===== src/rtl/req_arbiter_4_pkg.sv =====
// Shared constants and types for the four-requester arbiter.
package req_arbiter_4_pkg;

    localparam logic [0:0] ST_IDLE  = 1'b0;
    localparam logic [0:0] ST_GRANT = 1'b1;

    localparam int NREQ = 4;

    typedef logic [1:0] id_t;

    function automatic logic [NREQ-1:0] onehot(id_t id);
        return 4'b0001 << id;
    endfunction

endpackage


===== src/rtl/req_arbiter_4_if.sv =====
// Request/grant bundle between the request sources and the arbiter.
interface req_arbiter_4_if #(
    parameter int CNT_W = 4
);
    import req_arbiter_4_pkg::*;

    logic [NREQ-1:0]  req;
    logic             mode;
    logic [NREQ-1:0]  grant;
    id_t              grant_id;
    logic             grant_valid;
    logic [CNT_W-1:0] hold_cnt;

    modport master (
        output req, mode,
        input  grant, grant_id, grant_valid, hold_cnt
    );

    modport slave (
        input  req, mode,
        output grant, grant_id, grant_valid, hold_cnt
    );

endinterface


===== src/rtl/req_arbiter_4_penc.sv =====
// Combinational 4-to-2 priority encoder, bit 3 has highest priority.
module priority_encoder_4to2 (
    input  logic [3:0] req_i,
    output logic [1:0] code_o,
    output logic       valid_o
);

    always_comb begin
        code_o = 2'd0;
        priority case (1'b1)
            req_i[3]: code_o = 2'd3;
            req_i[2]: code_o = 2'd2;
            req_i[1]: code_o = 2'd1;
            default:  code_o = 2'd0;
        endcase
    end

    assign valid_o = |req_i;

endmodule


===== src/rtl/req_arbiter_4.sv =====
// Four-requester arbiter: fixed or round-robin, registered grant, bounded hold.
module req_arbiter_4
    import req_arbiter_4_pkg::*;
#(
    parameter int MAX_HOLD = 8,
    parameter int CNT_W    = 4
) (
    input logic           clk,
    input logic           rst_n,
    req_arbiter_4_if.slave arb
);

    localparam logic [CNT_W-1:0] CNT_MAX = CNT_W'(MAX_HOLD - 1);

    logic [0:0]       state_q, state_d;
    logic [NREQ-1:0]  grant_q, grant_d;
    id_t              id_q, id_d;
    id_t              last_q, last_d;
    logic [CNT_W-1:0] cnt_q, cnt_d;

    logic [NREQ-1:0]  rot;
    id_t              pcode;
    id_t              win;
    logic             pvalid;

    // Round-robin maps last_id-k to slot k, so the encoder's top slot is last_id+1.
    always_comb begin
        rot = '0;
        for (int k = 0; k < NREQ; k++) begin
            if (arb.mode) rot[k] = arb.req[2'(last_q - 2'(k))];
            else          rot[k] = arb.req[2'(k)];
        end
    end

    priority_encoder_4to2 u_penc (
        .req_i   (rot),
        .code_o  (pcode),
        .valid_o (pvalid)
    );

    assign win = arb.mode ? 2'(last_q - pcode) : pcode;

    always_comb begin
        state_d = state_q;
        grant_d = grant_q;
        id_d    = id_q;
        last_d  = last_q;
        cnt_d   = cnt_q;
        case (state_q)
            ST_IDLE: begin
                if (pvalid) begin
                    state_d = ST_GRANT;
                    grant_d = onehot(win);
                    id_d    = win;
                    last_d  = win;
                    cnt_d   = '0;
                end
            end
            default: begin
                if (!arb.req[id_q] || cnt_q == CNT_MAX) begin
                    state_d = ST_IDLE;
                    grant_d = '0;
                    cnt_d   = '0;
                end else begin
                    cnt_d   = cnt_q + CNT_W'(1);
                end
            end
        endcase
    end

    always_ff @(posedge clk or negedge rst_n) begin
        if (!rst_n) begin
            state_q <= ST_IDLE;
            grant_q <= '0;
            id_q    <= 2'd0;
            last_q  <= 2'd3;
            cnt_q   <= '0;
        end else begin
            state_q <= state_d;
            grant_q <= grant_d;
            id_q    <= id_d;
            last_q  <= last_d;
            cnt_q   <= cnt_d;
        end
    end

    assign arb.grant       = grant_q;
    assign arb.grant_id    = id_q;
    assign arb.grant_valid = state_q;
    assign arb.hold_cnt    = cnt_q;

endmodule


===== src/flat_wrapper.sv =====
// flat-port wrapper written by rule: the top's interface ports become plain ports
module req_arbiter_4_flat import req_arbiter_4_pkg::*;
#(
    parameter int MAX_HOLD = 8,
    parameter int CNT_W    = 4
)
  (clk, rst_n, arb_req, arb_mode, arb_grant, arb_grant_id, arb_grant_valid, arb_hold_cnt);
  req_arbiter_4_if #(.CNT_W(CNT_W)) arb_i ();
  input logic clk;
  input logic rst_n;
  input wire logic [$bits(arb_i.req)-1:0] arb_req;
  input wire logic [$bits(arb_i.mode)-1:0] arb_mode;
  output wire logic [$bits(arb_i.grant)-1:0] arb_grant;
  output wire logic [$bits(arb_i.grant_id)-1:0] arb_grant_id;
  output wire logic [$bits(arb_i.grant_valid)-1:0] arb_grant_valid;
  output wire logic [$bits(arb_i.hold_cnt)-1:0] arb_hold_cnt;
  assign arb_i.req = arb_req;
  assign arb_i.mode = arb_mode;
  assign arb_grant = arb_i.grant;
  assign arb_grant_id = arb_i.grant_id;
  assign arb_grant_valid = arb_i.grant_valid;
  assign arb_hold_cnt = arb_i.hold_cnt;
  req_arbiter_4 #(.MAX_HOLD(MAX_HOLD), .CNT_W(CNT_W)) u_core (.clk(clk), .rst_n(rst_n), .arb(arb_i));
endmodule

===== config.mk =====
export PLATFORM = sky130hd
export DESIGN_NAME = req_arbiter_4_flat
export DESIGN_NICKNAME = d
export VERILOG_FILES = /design/src/rtl/req_arbiter_4_pkg.sv /design/src/rtl/req_arbiter_4_if.sv /design/src/rtl/req_arbiter_4_penc.sv /design/src/rtl/req_arbiter_4.sv /design/src/flat_wrapper.sv
export SDC_FILE = /design/constraint.sdc
export NUM_CORES = 1
export LEC_CHECK = 0
export CAP_MARGIN = 20
export CORE_MARGIN = 5
export CORE_UTILIZATION = 50
export CTS_CLUSTER_SIZE = 40
export DETAILED_ROUTE_END_ITERATION = 16
export GPL_ROUTABILITY_DRIVEN = 0
export PLACE_DENSITY = 0.84
export SKIP_CTS_REPAIR_TIMING = 1
export SLEW_MARGIN = 20
export SYNTH_ARGS = -nofsm -noshare
export SYNTH_HDL_FRONTEND = slang
export SYNTH_SLANG_ARGS = --single-unit

===== constraint.sdc =====
create_clock -name clk -period 3 [get_ports clk]
set_input_delay 0.6 -clock clk [delete_from_list [all_inputs] [get_ports clk]]
set_output_delay 0.6 -clock clk [all_outputs]
set_load 0.01 [all_outputs]

==> metrics.txt <==
Residual DRC 0; Top Usage Layer GRT met2; Worst EP arrival slightly above 3 ns; Initial Util 0.528; Core Box Area 1730 um2; mean post-synth cell area 11.2 um2; Ports 18; die height about 53 um; M1 GR Usage 0.202; CP max stage cell mux4_1; sequential share of the synthesized area 0.360; Detailed Place HPWL ~1500 um; Placed Cells 131; CP Class in2reg; worst setup margin ~0.12 ns; Worst-Margin Slew 0.568 ns; Final Skew 0.00103 ns; CTS Sinks 13; CP Buf/Inv Count 1; clk root buf clkbuf_4; TritonCTS Buffers 3; NumNets Final between 100 and 150; Final Util 0.688; pre-CTS setup slack -0.116 ns; Layout area overhead 30.4%; met3 GRT Util 0.0228; fraction of layout cells with a size suffix above 1 0.300; GRT Total Usage 0.162; Post-synth ARST share 1.00; worst-path maximum fanout 5; Yosys cell types 40; die width 52.7 um; FF+latch count, synth 13; final wirelength just under 2000 um; # H-tree levels 1; Final Setup Violations 0; number of synthesized flops with an enable pin 0; initial antenna violation count 0; Critical Path Source Type input port; first-pass GRT wire length 3280 um; Static Leak 0.507 nW; initial drt markers 21; vias in the first global route 719; CP required 3.16 ns; vias per cell between 5 and 6; Period Utilization, post-route 0.960; RSZ-0062 raised after global routing false; commonest non-fill, non-tap cells in the layout clkdlybuf4s50_1 (17), buf_4 (11), dfrtp_1 (11), nand2_1 (8), mux2i_1 (7); Worst path top cell family by delay compound AO/OA/AOI/OAI gates; Power Density 917 nW/um2; wire length per cell 14.7 um; Syn Inst Count 81; max frequency 347 MHz; crit end category flip-flop; clock latency on the worst-skew pair 0.26 ns; CTS max path bufs 2; drt pass-1 iters 4; grt ovf 0; Syn Nets 90; commonest non-fill, non-tap cell in the layout clkdlybuf4s50_1; status completed; top cells by area, synth dfrtp_1 (30%), mux2i_1 (7.7%), dfstp_2 (5.8%), mux4_2 (4.9%), buf_6 (3.7%); slowest cell delay on critical path 0.56 ns; Die ar. 2780 um2; worst hold-check path type reg2reg; post-route cell area 1190 um2; Reg clk slew, reported paths 0.08 ns; Non-Filler Instances between 100 and 150; Max Transition Viols Final 0; M2 GR Usage 0.271; share of the synthesized area in the top cell type 0.302; PortBufs 17; maxcap violations 0; Vias 769; Ys Warns 0; Post-DP Area 1160 um2; largest net degree at the start of global routing 14; peak supply drop 0.000598 V; Cell Area, Synth 911 um2; clock period minus worst slack 2.88 ns; Synth Flop Type dfrtp_1; diode count 0; DRT antenna net count 0; Core Rows 15; largest area contributor in the netlist dfrtp_1; CTS tree built; Final Hold Viols 0; Slew HR 0.620; CP Cell Sequence clkdlybuf4s50_1, mux4_1, a31oi_2, or2_2, ha_1, xor2_1, nand2_1, xnor2_1, a211oi_2, o21ba_2
==> power by group <==
group / total, W / switching, W / internal, W
clock network: 0.000103 / 0.0000521 / 0.0000513
registers: 0.000350 / 0.0000997 / 0.000251
logic: 0.000635 / 0.000276 / 0.000359
total: 0.00109 / 0.000428 / 0.000660
==> worst reg2reg max path, stage by stage, from the launching register on <==
cell and delay [ns]:
dfstp_2 0.67, and2b_1 0.21, o21ai_0 0.25, a31oi_2 0.15, or2_2 0.30, ha_1 0.20, xor2_1 0.15, nand2_1 0.09
xnor2_1 0.17, a211oi_2 0.30, o21ba_2 0.20
==> synthesized netlist by cell type (all sizes together), types with 2 or more instances <==
cell   number
a32o        2
buf         3
nand2       8
a22o        2
or3         3
a31oi       3
nand3       3
inv         4
ha          2
mux4        3
dfstp       2
dfrtp      11
or2         2
o21ai       4
mux2i       7
o31ai       2
o21ba       2
==> path summary, 6_finish.rpt <==
path | startpoint | endpoint | slack [ns] | cells after the start
setup / recovery | arb_req[3] | u_core.arb.grant_id[1]$_DFFE_PN0P_ | 0.12 | 10
hold / removal | u_core.arb.grant[3]$_DFFE_PN0P_ | u_core.arb.grant[3]$_DFFE_PN0P_ | 0.50 | 1
setup reg to reg | u_core.last_q[0]$_DFFE_PN1P_ | u_core.arb.grant_id[1]$_DFFE_PN0P_ | 0.20 | 10
hold reg to reg | u_core.arb.grant[3]$_DFFE_PN0P_ | u_core.arb.grant[3]$_DFFE_PN0P_ | 0.50 | 1
max in group asynchronous | rst_n | u_core.last_q[1]$_DFFE_PN1P_ | 1.93 | 1
min in group asynchronous | rst_n | u_core.arb.grant[0]$_DFFE_PN0P_ | 0.70 | 1
==> logic make-up (layout without fill, tap and decap cells) <==
| family | after synthesis | count (layout) | synth area share |
|---|---|---|---|
| simple gates | 23 | 23 | 0.139 |
| buf+inv | 7 | 36 | 0.0536 |
| flops | 13 | 13 | 0.360 |
| fa+ha+maj | 2 | 2 | 0.0275 |
| mux | 11 | 11 | 0.168 |
| compound gates | 23 | 23 | 0.234 |
| xor+xnor | 2 | 2 | 0.0192 |
==> flip-flops by register name, indices dropped and copies added, names as in the netlist <==
signal,cells
u_core.last_q,2
u_core.arb.grant_id,2
u_core.arb.grant_valid,1
u_core.arb.grant,4
u_core.arb.hold_cnt,4
==> per-stage QoR <==
step | TNS (ns) | hold slack (ns) | total power, W
4_1_cts | 0 | 0.505 | 0.00109
2_1_floorplan | 0 | 0.304 | 0.000769
5_1_grt | 0 | 0.524 | 0.00118
3_3_place_gp | -0.0331 | 0.482 | 0.000968
3_5_place_dp | -0.314 | 0.487 | 0.000983
6_report | 0 | 0.501 | 0.00109
==> area by class of cell <==
cell class                      count  area [um2]
Clock buffer                        4        26.3
Sequential cell                    13         328
Multi-Input combinational cell     61         534
Tap cell                           25        31.3
Timing Repair Buffer               28         253
Fill cell                         141         539
Inverter                            4        15.0
==> per-layer routing <==
| metal | up-vias | part of all wire |
|---|---|---|
| li1 | 368 | - |
| met1 | 369 | 0.47 |
| met2 | 28 | 0.48 |
| met3 | 4 | 0.037 |
| met4 | 0 | 0.020 |
| met5 | - | 0 |
Note: power is estimated with default switching activity, not from simulation.
